[config.mk]
export PLATFORM = sky130hd
export DESIGN_NAME = data_ram_arbiter
export DESIGN_NICKNAME = d
export VERILOG_FILES = /design/src/rtl/data_ram_arbiter_pkg.sv /design/src/rtl/data_ram_arbiter_starve_counter.sv /design/src/rtl/data_ram_arbiter.sv
export SDC_FILE = /design/constraint.sdc
export NUM_CORES = 1
export LEC_CHECK = 0
export BUFFER_PORTS_ARGS = -buffer_cell sky130_fd_sc_hd__buf_4
export CORE_ASPECT_RATIO = 2
export CORE_MARGIN = 8
export CORE_UTILIZATION = 49
export DETAILED_ROUTE_END_ITERATION = 16
export MAX_ROUTING_LAYER = met4
export PLACE_DENSITY = 0.9
export RECOVER_POWER = 25
export SLEW_MARGIN = 0
export SYNTH_ARGS = -nofsm -noshare
export SYNTH_HDL_FRONTEND = slang
export SYNTH_SLANG_ARGS = --single-unit
[constraint.sdc]
create_clock -name clk -period 4.3 [get_ports clk]
set_input_delay 0.645 -clock clk [delete_from_list [all_inputs] [get_ports clk]]
set_output_delay 0.645 -clock clk [all_outputs]
set_load 0.02 [all_outputs]
[src/rtl/data_ram_arbiter_pkg.sv]
// Shared constants and types for the data RAM arbiter.
// Mirrors the legacy define.v encodings and bus levels.
package data_ram_arbiter_pkg;

  localparam int DATA_SIZE = 32;

  localparam logic [DATA_SIZE-1:0] DATA_BUS_RESET = '0;

  localparam logic DC_READ_ACCEPT  = 1'b1;
  localparam logic DC_WRITE_ACCEPT = 1'b1;

  localparam logic [1:0] ARB_IDLE   = 2'd0;
  localparam logic [1:0] ARB_ACCESS = 2'd1;
  localparam logic [1:0] ARB_RESP   = 2'd2;

  localparam logic ARB_PORT0 = 1'b0;
  localparam logic ARB_PORT1 = 1'b1;

  typedef struct packed {
    logic id;
    logic we;
  } arb_req_t;

  function automatic logic pick_p1(
    input logic p0_req,
    input logic p1_req,
    input logic sat
  );
    return p1_req & (~p0_req | sat);
  endfunction

endpackage

[src/rtl/data_ram_arbiter_starve_counter.sv]
// Saturating count of port-0 wins while port 1 waits.
// sat_o forces the next contested grant to port 1.
module arb_starve_counter
  import data_ram_arbiter_pkg::*;
#(
  parameter int LIMIT = 4
) (
  input  logic clk,
  input  logic rst_n,
  input  logic inc_i,
  input  logic clr_i,
  output logic sat_o
);

  localparam logic [3:0] LIM = 4'(LIMIT);

  logic [3:0] cnt_q, cnt_d;

  assign sat_o = (cnt_q == LIM);

  always_comb begin
    cnt_d = cnt_q;
    if (clr_i) begin
      cnt_d = '0;
    end else if (inc_i && !sat_o) begin
      cnt_d = cnt_q + 4'd1;
    end
  end

  always_ff @(posedge clk or negedge rst_n) begin
    if (!rst_n) begin
      cnt_q <= '0;
    end else begin
      cnt_q <= cnt_d;
    end
  end

endmodule

[src/rtl/data_ram_arbiter.sv]
// Two-port arbiter for the single-port data RAM.
// IDLE -> ACCESS -> RESP per transaction; done pulses in RESP.
module data_ram_arbiter
  import data_ram_arbiter_pkg::*;
#(
  parameter int ADDR_W       = DATA_SIZE,
  parameter int DATA_W       = DATA_SIZE,
  parameter int STARVE_LIMIT = 4
) (
  input  logic              clk,
  input  logic              rst,
  input  logic              p0_req,
  input  logic              p0_we,
  input  logic [ADDR_W-1:0] p0_addr,
  input  logic [DATA_W-1:0] p0_wdata,
  output logic              p0_done,
  output logic [DATA_W-1:0] p0_rdata,
  output logic              p0_stall,
  input  logic              p1_req,
  input  logic              p1_we,
  input  logic [ADDR_W-1:0] p1_addr,
  input  logic [DATA_W-1:0] p1_wdata,
  output logic              p1_done,
  output logic [DATA_W-1:0] p1_rdata,
  output logic              ram_re,
  output logic              ram_we,
  output logic [ADDR_W-1:0] ram_addr,
  output logic [DATA_W-1:0] ram_wdata,
  input  logic [DATA_W-1:0] ram_rdata
);

  localparam logic [DATA_W-1:0] RD_RST =
    DATA_W'(DATA_BUS_RESET);

  logic [1:0]        state_q, state_d;
  arb_req_t          lat_q, lat_d;
  logic [ADDR_W-1:0] addr_q, addr_d;
  logic [DATA_W-1:0] wdata_q, wdata_d;
  logic              done0_q, done0_d;
  logic              done1_q, done1_d;
  logic [DATA_W-1:0] rd0_q, rd0_d;
  logic [DATA_W-1:0] rd1_q, rd1_d;

  logic st_idle, st_acc, st_resp;
  logic any_req, gnt_p1;
  logic sat, inc, clr;

  assign st_idle = (state_q == ARB_IDLE);
  assign st_acc  = (state_q == ARB_ACCESS);
  assign st_resp = (state_q == ARB_RESP);

  assign any_req = p0_req | p1_req;
  assign gnt_p1  = pick_p1(p0_req, p1_req, sat);

  assign inc = st_idle & p0_req & p1_req & ~gnt_p1;
  assign clr = st_idle & (~p1_req | gnt_p1);

  arb_starve_counter #(
    .LIMIT (STARVE_LIMIT)
  ) u_starve (
    .clk   (clk),
    .rst_n (rst),
    .inc_i (inc),
    .clr_i (clr),
    .sat_o (sat)
  );

  // Enables are decoded from reset-cleared state so reset drops them at once.
  assign ram_re = (st_acc & ~lat_q.we) ?
    DC_READ_ACCEPT : ~DC_READ_ACCEPT;
  assign ram_we = (st_acc & lat_q.we) ?
    DC_WRITE_ACCEPT : ~DC_WRITE_ACCEPT;

  assign ram_addr  = addr_q;
  assign ram_wdata = wdata_q;

  assign p0_done  = done0_q;
  assign p1_done  = done1_q;
  assign p0_rdata = rd0_q;
  assign p1_rdata = rd1_q;
  assign p0_stall = p0_req & ~done0_q;

  always_comb begin
    state_d = state_q;
    lat_d   = lat_q;
    addr_d  = addr_q;
    wdata_d = wdata_q;
    done0_d = 1'b0;
    done1_d = 1'b0;
    rd0_d   = rd0_q;
    rd1_d   = rd1_q;
    unique case (1'b1)
      st_idle: begin
        if (any_req) begin
          state_d  = ARB_ACCESS;
          lat_d.id = gnt_p1 ? ARB_PORT1 : ARB_PORT0;
          lat_d.we = gnt_p1 ? p1_we : p0_we;
          addr_d   = gnt_p1 ? p1_addr : p0_addr;
          wdata_d  = gnt_p1 ? p1_wdata : p0_wdata;
        end
      end
      st_acc: begin
        state_d = ARB_RESP;
        if (lat_q.id == ARB_PORT1) begin
          done1_d = 1'b1;
          if (!lat_q.we) rd1_d = ram_rdata;
        end else begin
          done0_d = 1'b1;
          if (!lat_q.we) rd0_d = ram_rdata;
        end
      end
      st_resp: begin
        state_d = ARB_IDLE;
      end
      default: begin
        state_d = ARB_IDLE;
      end
    endcase
  end

  always_ff @(posedge clk or negedge rst) begin
    if (!rst) begin
      state_q <= ARB_IDLE;
      lat_q   <= '0;
      addr_q  <= '0;
      wdata_q <= '0;
      done0_q <= 1'b0;
      done1_q <= 1'b0;
      rd0_q   <= RD_RST;
      rd1_q   <= RD_RST;
    end else begin
      state_q <= state_d;
      lat_q   <= lat_d;
      addr_q  <= addr_d;
      wdata_q <= wdata_d;
      done0_q <= done0_d;
      done1_q <= done1_d;
      rd0_q   <= rd0_d;
      rd1_q   <= rd1_d;
    end
  end

endmodule
==> results of run 1 <==
[where the power goes]
| part | leakage [nW] | total [W] | internal [W] | switching [W] |
|---|---|---|---|---|
| clock | 0.286 | 0.00145 | 0.000837 | 0.000614 |
| combinational | 2.39 | 0.00350 | 0.00154 | 0.00196 |
| sequential | 1.69 | 0.00230 | 0.00193 | 0.000372 |
[area by class of cell]
class	count	area, um2
clock inverters	14	154
flip-flops and latches	138	3450
multi-input cells	291	2260
clock buffers	18	439
well taps	150	188
fillers	906	3470
inverters	70	263
repair buffers	309	2320
[registers in the layout, indices dropped and copies added, names as in the netlist]
signal          count
p0_done             1
p1_done             1
state_q             2
u_starve.cnt_q      4
ram_addr           32
lat_q               2
p1_rdata           32
p0_rdata           32
ram_wdata          32
[cells in the mapped netlist]
cell / n
dfrtp_1: 138
inv_1: 70
nand3_1: 66
nand4_1: 65
o221ai_1: 65
mux2_2: 57
clkbuf_1: 29
buf_2: 14
buf_4: 7
mux2_1: 7
nor2_1: 5
buf_1: 4
buf_6: 3
o21ai_0: 3
o31ai_1: 3
ha_1: 2
nand2_1: 2
nor3_4: 2
o21ai_1: 2
and2_1: 1
and3b_1: 1
mux2i_1: 1
nand2b_1: 1
nand2b_4: 1
nand4b_1: 1
nor2_2: 1
nor3_1: 1
o2bb2ai_1: 1
o32ai_1: 1
or2_0: 1
or4_1: 1
[metal layers]
layer  vias up  routed length [um]  GRT usage (%)
met1      2755                7150           26.2
met4         0                1120           15.5
met3        79                1380           4.96
met2       322               10600           39.9
li1       2598                   -              -
met5         -                   0              -
[kinds of logic (layout without fill, tap and decap cells)]
| logic type | count (synthesis) | after routing | synth area share (%) |
|---|---|---|---|
| AND/OR/NAND/NOR | 149 | 149 | 13.8 |
| AO/OA/AOI/OAI | 75 | 75 | 10.1 |
| flip-flops | 138 | 138 | 55.2 |
| multiplexers | 65 | 65 | 11.7 |
| buffers and inverters | 127 | 411 | 8.69 |
| adder cells (fa/ha/maj) | 2 | 2 | 0.400 |
[worst max-delay path: stages]
cell and delay [ps]:
buf_4 80, buf_4 560, inv_1 210, nor2_1 200
buf_4 170
[per-stage QoR]
step	std cells	hold slack (ps)	total power, W	util (%)	setup slack (ps)
5_1_grt	990	265	0.00768	72.3	1460
6_report	990	232	0.00726	72.3	1770
3_5_place_dp	958	480	0.00587	67.7	1620
2_1_floorplan	556	349	0.00440	-	2640
4_1_cts	990	241	0.00734	72.4	1790
3_3_place_gp	958	469	0.00575	67.7	1680
[worst min-delay path by stage]
stage	start	endpoint	slack (ps)	depth (start not counted)
global route	rst	p0_rdata[8]	270	1
floorplan	rst	lat_q[0]	350	0
detailed placement	p1_rdata[7]	p1_rdata[7]	480	1
global placement	p1_rdata[6]	p1_rdata[6]	470	1
CTS	rst	ram_wdata[13]	240	1
finish	rst	p0_rdata[2]	230	1
==> metrics, run 1 <==
most frequent cells in the layout=buf_4, dfrtp_1, inv_1, nand3_1; DR pass1 iterations=5; I/O Buffers=298; largest net degree at the start of global routing=92; Num CTS Buffers=17; Initial Util=49.8%; CTS root buf=clkbuf_16; routed vias=5,754; Clock transition at path regs=60 ps; number of synthesis warnings=0; failing checks=capacitance limit, slew limit; synth top area cells=dfrtp_1, mux2_2, o221ai_1; CTS max path bufs=2; GPL Wtd Cong=0.860; worst skew pair latency=420 ps; slew of the pin with the lowest slew margin=1820 ps; Syn Area/Cell=11.2 um2; proportion of netlist area held by the largest area contributor=55.2%; Routed WL=20.3 mm; CP startpoint kind=input port; FP Rows=58; Finish-stage setup viols=0; Post-CTS Hold Fix Bufs=0; Area Overhead vs Synth=45.3%; Overall Global Routing Usage=24.5%; DRC violations left=0; Yosys reg bits=138; Reg-to-Reg Start=state_q[0]; Via-to-Cell Ratio=5.81; Crit. Startpoint=p0_req; max-slew violation count=34; cts repair resizes=0; post-placement cell area=0.00850 mm2; Chip Width=95.9 um; commonest non-fill, non-tap cell in the layout=buf_4; Die Y=176 um; final hold violations=0; Crit path required time=3650 ps; cell area after synthesis=0.00625 mm2; Final TNS setup=0 ps; post-synth cell types=31; setup bufs post-CTS=0; num ports=299; layout cells sized above 1=48.0%; Final ANT Viol Nets=0; Seq/Total Area, Yosys=55.2%; Post-DP HPWL=14.9 mm; GRT overflow=0; vias in the first global route=6,165; Ant. Diodes=0; RSZ-0062 raised after global routing=false; top cell type by total area after synthesis=dfrtp_1; nature of the critical path endpoint=output port; Iter 0 DRT Violations=245; CP Class=in2out; initial antenna violation count=0; PD cells=799 mW/mm2; Final Cycle Share=58.9%; Sink Count=138; VDD IR max=0.635 mV; hold crit path type=in2async; FF-to-FF path depth=5; maxcap violations=1; P_leak=4.37 nW; fmax=395 MHz; first-pass GRT wire length=31.0 mm; minimum clock period=2530 ps; final net count=995; R2R setup slack=2010 ps; CTS H-tree depth=4; Crit Path Max Fanout=67; core region area=0.0126 mm2; die footprint=0.0168 mm2; Mapped Cells=556; Final Cell Area=0.00908 mm2; CTS tree=built; Final Skew=13.8 ps; arrival time worst endpoint=1890 ps; Critical Path End=p0_stall; DR WL/cell=20.5 um; r2r endpoint=ram_wdata[6]; status=finished with violations; syn_nets=724; Slew HR=-21.6%
Power figures use the tool's default switching activity.
==> inputs of run 2 (changes only) <==
Settings changed: ABC_AREA from default to 1, CORE_UTILIZATION 49 to 43, PLACE_DENSITY 0.9 to 0.83.
Clock period 4.3 ns to 2.2 ns, I/O delays scaled along.
==> run 2 against run 1 <==
The flow now finishes without violations. Global-route usage shrank 2.5 points. Critical path type is now reg2out. Critical endpoint is now ram_re. Non-clock buffer count shrank 1. Largest cell class unchanged. Register-to-register slack lost 1500 ps. Largest power group unchanged. Combinational power grew 81%. Sequential share of layout area shrank 1.4 points. Clock skew shrank 6.8 ps. Die area grew 16%.
==> metrics, run 2 <==
Iter 0 DRT Violations=296 (+21%); largest net degree at the start of global routing=67 (-27%); cell area after synthesis=0.00649 mm2 (+3.8%); most common cell in the netlist=nand2_1; fmax=571 MHz; CTS tree=built; Crit. Startpoint=state_q[1]; hold crit path type=in2reg; Power Internal=0.00806 W (+87%); placed cell count=1,299 (+36%); cts repair resizes=0 (unchanged); die footprint=0.0195 mm2 (+16%); Hold Startpoint=ram_rdata[6]; RSZ-0062 raised after global routing=false; Finish-stage setup viols=0 (unchanged); CTS H-tree depth=4 (unchanged); Async SR Flop Fraction=100% (unchanged); sequential power share=32.9% (+1.2 points); Sink Count=138 (unchanged); DR pass1 iterations=8 (+3); Area Overhead vs Synth=45.3% (about the same); CTS root buf=clkbuf_16; Seq/Total Area, Yosys=53.2% (-2.0 points); max-slew violation count=0 (-100%); FP Rows=63 (+8.6%); Crit Path Max Fanout=4 (-94%); synth top area cells=dfrtp_1, nand2_1, nand3_1; layout cells sized above 1=30.4% (-18 points); Initial Util=43.8% (-6.0 points); most frequent cells in the layout=buf_4, nand2_1, inv_1, dfrtp_1, nand3_1; Final ANT Viol Nets=0 (unchanged); worst hold stages=3; Num CTS Buffers=17 (unchanged); PD cells=1460 mW/mm2 (+83%); DR WL/cell=15.7 um (-23%); final net count=1,292 (+30%); P_leak=5.59 nW (+28%); GRT overflow=0 (unchanged); area of the multi-input gates=0.00214 mm2 (-5.4%); Crit path required time=1870 ps (-1780 ps); routed vias=6,330 (+10%); arrival time worst endpoint=1420 ps (-470 ps); commonest non-fill, non-tap cell in the layout=buf_4; vias in the first global route=6,349 (+3.0%); Post-synth EDFFs=0 (unchanged); FF+latch area=0.00345 mm2 (unchanged); worst skew pair latency=410 ps (about the same); Clock transition at path regs=60 ps (about the same); Most used DFF post-synth=dfrtp_1; minimum clock period=1750 ps; proportion of netlist area held by the largest area contributor=53.2% (-2.0 points); FF-to-FF path depth=6 (+1); CTS max path bufs=2 (unchanged); Final Skew=7.02 ps (-6.77 ps); GPL Wtd Cong=0.874 (+1.7%); Mapped Cells=844 (+52%); Clk pwr share=21.0% (+1.0 points); core region area=0.0148 mm2 (+18%); Final Cycle Share=79.6%; maxcap violations=0 (-1); number of synthesis warnings=0 (unchanged); Reg-to-Reg Start=state_q[1]; Slew HR=49.9% (+72 points); setup bufs post-CTS=0 (unchanged); Routed WL=20.9 mm (+3.3%); Yosys reg bits=138 (unchanged); most frequent cells after synthesis=nand2_1, inv_1, dfrtp_1; Syn Area/Cell=7.69 um2 (-32%); I/O Buffers=298 (unchanged); Ant. Diodes=0 (unchanged); syn_nets=1,012 (+40%); post-synth cell types=23 (-26%); Power, Total=0.0138 W (+90%); dpl ws=450 ps (-1170 ps); fin worst setup slack=448 ps (-1320 ps); CP Class=reg2out; sw frac=41.5% (+0.88 points); Post-DP HPWL=15.5 mm (+3.9%); CP startpoint kind=flip-flop; Comb power frac=46.1% (-2.2 points); Die Y=190 um (+8.0%); num ports=299 (unchanged); status=completed; post-route insts no fill=1,332 (+35%); Filler cells=1,276 (+41%); slew of the pin with the lowest slew margin=752 ps (-1070 ps); final hold violations=0 (unchanged); Final TNS setup=0 ps (unchanged); Post-CTS Hold Fix Bufs=1 (+1); initial antenna violation count=0 (unchanged); first-pass GRT wire length=32.1 mm (+3.6%); VDD IR max=0.576 mV (-9.3%); Overall Global Routing Usage=22.0% (-2.5 points); DRC violations left=0 (unchanged); Via-to-Cell Ratio=4.75 (-18%); top cell type by total area after synthesis=dfrtp_1; switching power=0.00572 W (+94%); Chip Width=103 um (+7.3%); nature of the critical path endpoint=output port
==> run 2: changes by cell type in the layout (fill, tap and decap cells not counted), moves of 57 or more <==
| cell | delta |
|---|---|
| nand2_1 | +262 |
| nand3_1 | +66 |
| mux2_2 | -57 |
| inv_1 | +104 |
| nand4_1 | -64 |
| o221ai_1 | -65 |
==> run 2: kinds of logic after synthesis <==
kind of cell | after synthesis | synth area share, %
fa+ha+maj | 2 | 0.386
buf+inv | 223 | 13.9
simple gates | 410 | 26.8
xor+xnor | 2 | 0.270
compound gates | 69 | 5.40
flops | 138 | 53.2
==> run 2: routing by layer <==
layer  track usage [%]  part of all wire [%]  up-vias
li1                  -                     -     3096
met1              22.6                    36     2928
met2              37.4                    52      256
met3              5.24                   6.7       50
met4              11.7                   4.7        0
met5                 -                     0        -
==> run 2: path summary, 6_finish.rpt <==
check                               end  slack, ps
setup / recovery                 ram_re        450
hold / removal              p1_rdata[6]        190
setup reg to reg           ram_addr[28]        480
hold reg to reg              state_q[1]        480
max in group asynchronous  ram_addr[23]        560
min in group asynchronous   p0_rdata[6]        460
==> run 2: through the flow <==
step / hold slack (ps) / cell area, um2 / utilization (%)
CTS: 165 / 9460 / 63.8
floorplan: 34.4 / 6490 / -
global placement: 340 / 8850 / 59.7
detailed placement: 344 / 8850 / 59.7
global route: 179 / 9430 / 63.6
finish: 186 / 9430 / 63.6
==> run 2: worst max-delay path: stages (launching register included) <==
cell and delay [ps]:
dfrtp_1 390, nor2_1 150, inv_1 150, nor2_8 150
buf_4 160
==> run 2: power groups by stage <==
stage                     Clock (W)  Sequential [W]  Combinational [W]
final                       0.00289         0.00453            0.00635
after global routing        0.00306         0.00468            0.00686
after CTS                   0.00296         0.00452            0.00645
after detailed placement          0         0.00453            0.00643
after global placement            0         0.00449            0.00630
after floorplan                   0         0.00593            0.00203
==> run 2: final cells by class <==
class	instances	share of cell area, %
repair buffers	308	24.7
clock inverters	14	1.82
flip-flops and latches	138	36.6
clock buffers	18	4.55
multi-input cells	483	22.7
well taps	195	2.59
inverters	176	7.01
==> inputs of run 3 (changes only) <==
Clock period 2.2 ns to 1.6 ns, I/O delays scaled along.
==> run 3 against run 2 <==
Worst hold slack worse by 94 ps. Flip-flop and latch count stayed put. Wire length is 6.3% higher. Die area stayed put. Core utilization is 2.2 points higher. Non-clock buffer count is 17 higher. Cell area is 3.4% higher. Via count is 2.4% higher. Total power is 39% higher. Global-route usage is 0.37 points higher. Clock-buffer cell count stayed put. Largest power group unchanged.
==> metrics, run 3 (synthesized netlist as in run 2, its figures left out) <==
PD cells=1960 mW/mm2 (+34%); first-pass GRT wire length=32.9 mm (+2.3%); post-route insts no fill=1,349 (+1.3%); Iter 0 DRT Violations=273 (-7.8%); Die Y=190 um (unchanged); Area Overhead vs Synth=50.3%; CTS H-tree depth=4 (unchanged); CTS root buf=clkbuf_16; Ant. Diodes=0 (unchanged); maxcap violations=0 (unchanged); Final ANT Viol Nets=0 (unchanged); DRC violations left=0 (unchanged); Num CTS Buffers=17 (unchanged); Post-DP HPWL=16.0 mm (+3.1%); arrival time worst endpoint=1330 ps (-90 ps); Overall Global Routing Usage=22.4% (+0.37 points); P_leak=5.74 nW (+2.6%); placed cell count=1,307 (+0.62%); Chip Width=103 um (unchanged); worst skew pair latency=410 ps (about the same); DR pass1 iterations=5 (-3); minimum clock period=1570 ps; slew of the pin with the lowest slew margin=1100 ps (+352 ps); VDD IR max=0.976 mV (+69%); Crit path required time=1360 ps (-510 ps); Critical Path Slowest Stage Cell=dfrtp_1; num ports=299 (unchanged); CP Cell Sequence=nor2_4 > inv_4 > nor2_8 > buf_6; commonest non-fill, non-tap cell in the layout=buf_4; routed vias=6,482 (+2.4%); status=completed; vias in the first global route=6,422 (+1.1%); Finish-stage setup viols=0 (unchanged); Crit Path Max Fanout=4 (unchanged); Filler cells=1,230 (-3.6%); Sink Count=138 (unchanged); Clock transition at path regs=70 ps (about the same); CP startpoint kind=flip-flop; most frequent cells in the layout=buf_4, nand2_1, inv_1, dfrtp_1, nand3_1; Slew HR=26.4% (-23 points); Final TNS setup=0 ps (unchanged); CP Class=reg2out; DR WL/cell=16.5 um (+5.0%); GPL Wtd Cong=0.880 (+0.65%); final net count=1,309 (+1.3%); fmax=635 MHz; die footprint=0.0195 mm2 (unchanged); hold_ws=92.2 ps (-93.6 ps); largest net degree at the start of global routing=65 (-3.0%); Routed WL=22.3 mm (+6.3%); I/O Buffers=298 (unchanged); hold crit path type=in2reg; layout cells sized above 1=31.7% (+1.3 points); CTS tree=built; Final Cycle Share=98.4%; CP peak stage delay=430 ps (+40 ps); Via-to-Cell Ratio=4.81 (+1.1%); Final Skew=11.7 ps (+4.67 ps); GRT overflow=0 (unchanged); initial antenna violation count=0 (unchanged); CTS max path bufs=2 (unchanged); core region area=0.0148 mm2 (unchanged); RSZ-0062 raised after global routing=true; Initial Util=43.8% (unchanged); FP Rows=63 (unchanged); nature of the critical path endpoint=output port; Power, Total=0.0191 W (+39%); max-slew violation count=0 (unchanged); final hold violations=0 (unchanged)
==> run 3: report_power, final <==
part	switching (W)	total, W	internal (W)
logic	0.00542	0.00913	0.00372
registers	0.00100	0.00622	0.00521
clock network	0.00168	0.00373	0.00205
total	0.00810	0.0191	0.0110
==> run 3: timing repair <==
action                     in CTS  in global routing
hold buffers                    1                  0
setup buffers                   1                  4
pin swaps                       1                  3
resized for setup               2                  6
hold endpoints to repair       35                  0
cloned                          0                  4
setup endpoints to repair       2                 64
==> run 3: worst paths after layout <==
check,start,to,slack (ps),cells after the start
setup reg to reg,u_starve.cnt_q[1],ram_addr[22],70,8
min in group asynchronous,rst,p0_rdata[8],590,2
hold / removal,ram_rdata[21],p0_rdata[21],90,3
max in group asynchronous,rst,ram_wdata[3],200,3
hold reg to reg,ram_wdata[29],ram_wdata[29],480,2
setup / recovery,state_q[1],ram_re,30,4
==> run 3: area by class of cell <==
class                      instances  area [um2]  share of cell area, %
sequential                       138        3450                   35.4
timing repair buffer             325        2660                   27.3
multi-input combinational        483        2170                   22.3
inverter                         176         663                   6.80
clock buffer                      18         429                   4.40
tap                              195         244                   2.50
clock inverter                    14         128                   1.31
==> run 3: through the flow <==
stage          utilization [%]  area, um2  setup slack (ps)
2_1_floorplan                -       6490               142
3_3_place_gp              60.9       9020               112
3_5_place_dp              60.9       9020              56.1
4_1_cts                   64.8       9600              7.10
5_1_grt                   65.8       9750             -16.8
6_report                  65.8       9750              25.6
==> run 3: routing by layer <==
metal,vias to the layer above,track usage [%],wire (um),share of wire [%]
met3,58,3.81,1410,6.3
met2,257,38.0,12000,54
met4,0,11.6,931,4.2
li1,3141,-,-,-
met5,-,-,0,0
met1,3026,24.1,7920,36
==> run 3: critical path, delay by kind of cell (launching register included) <==
family | cells | cell delay [ps]
and+or+nand+nor | 2 | 300
DFF | 1 | 430
buffers and inverters | 2 | 210
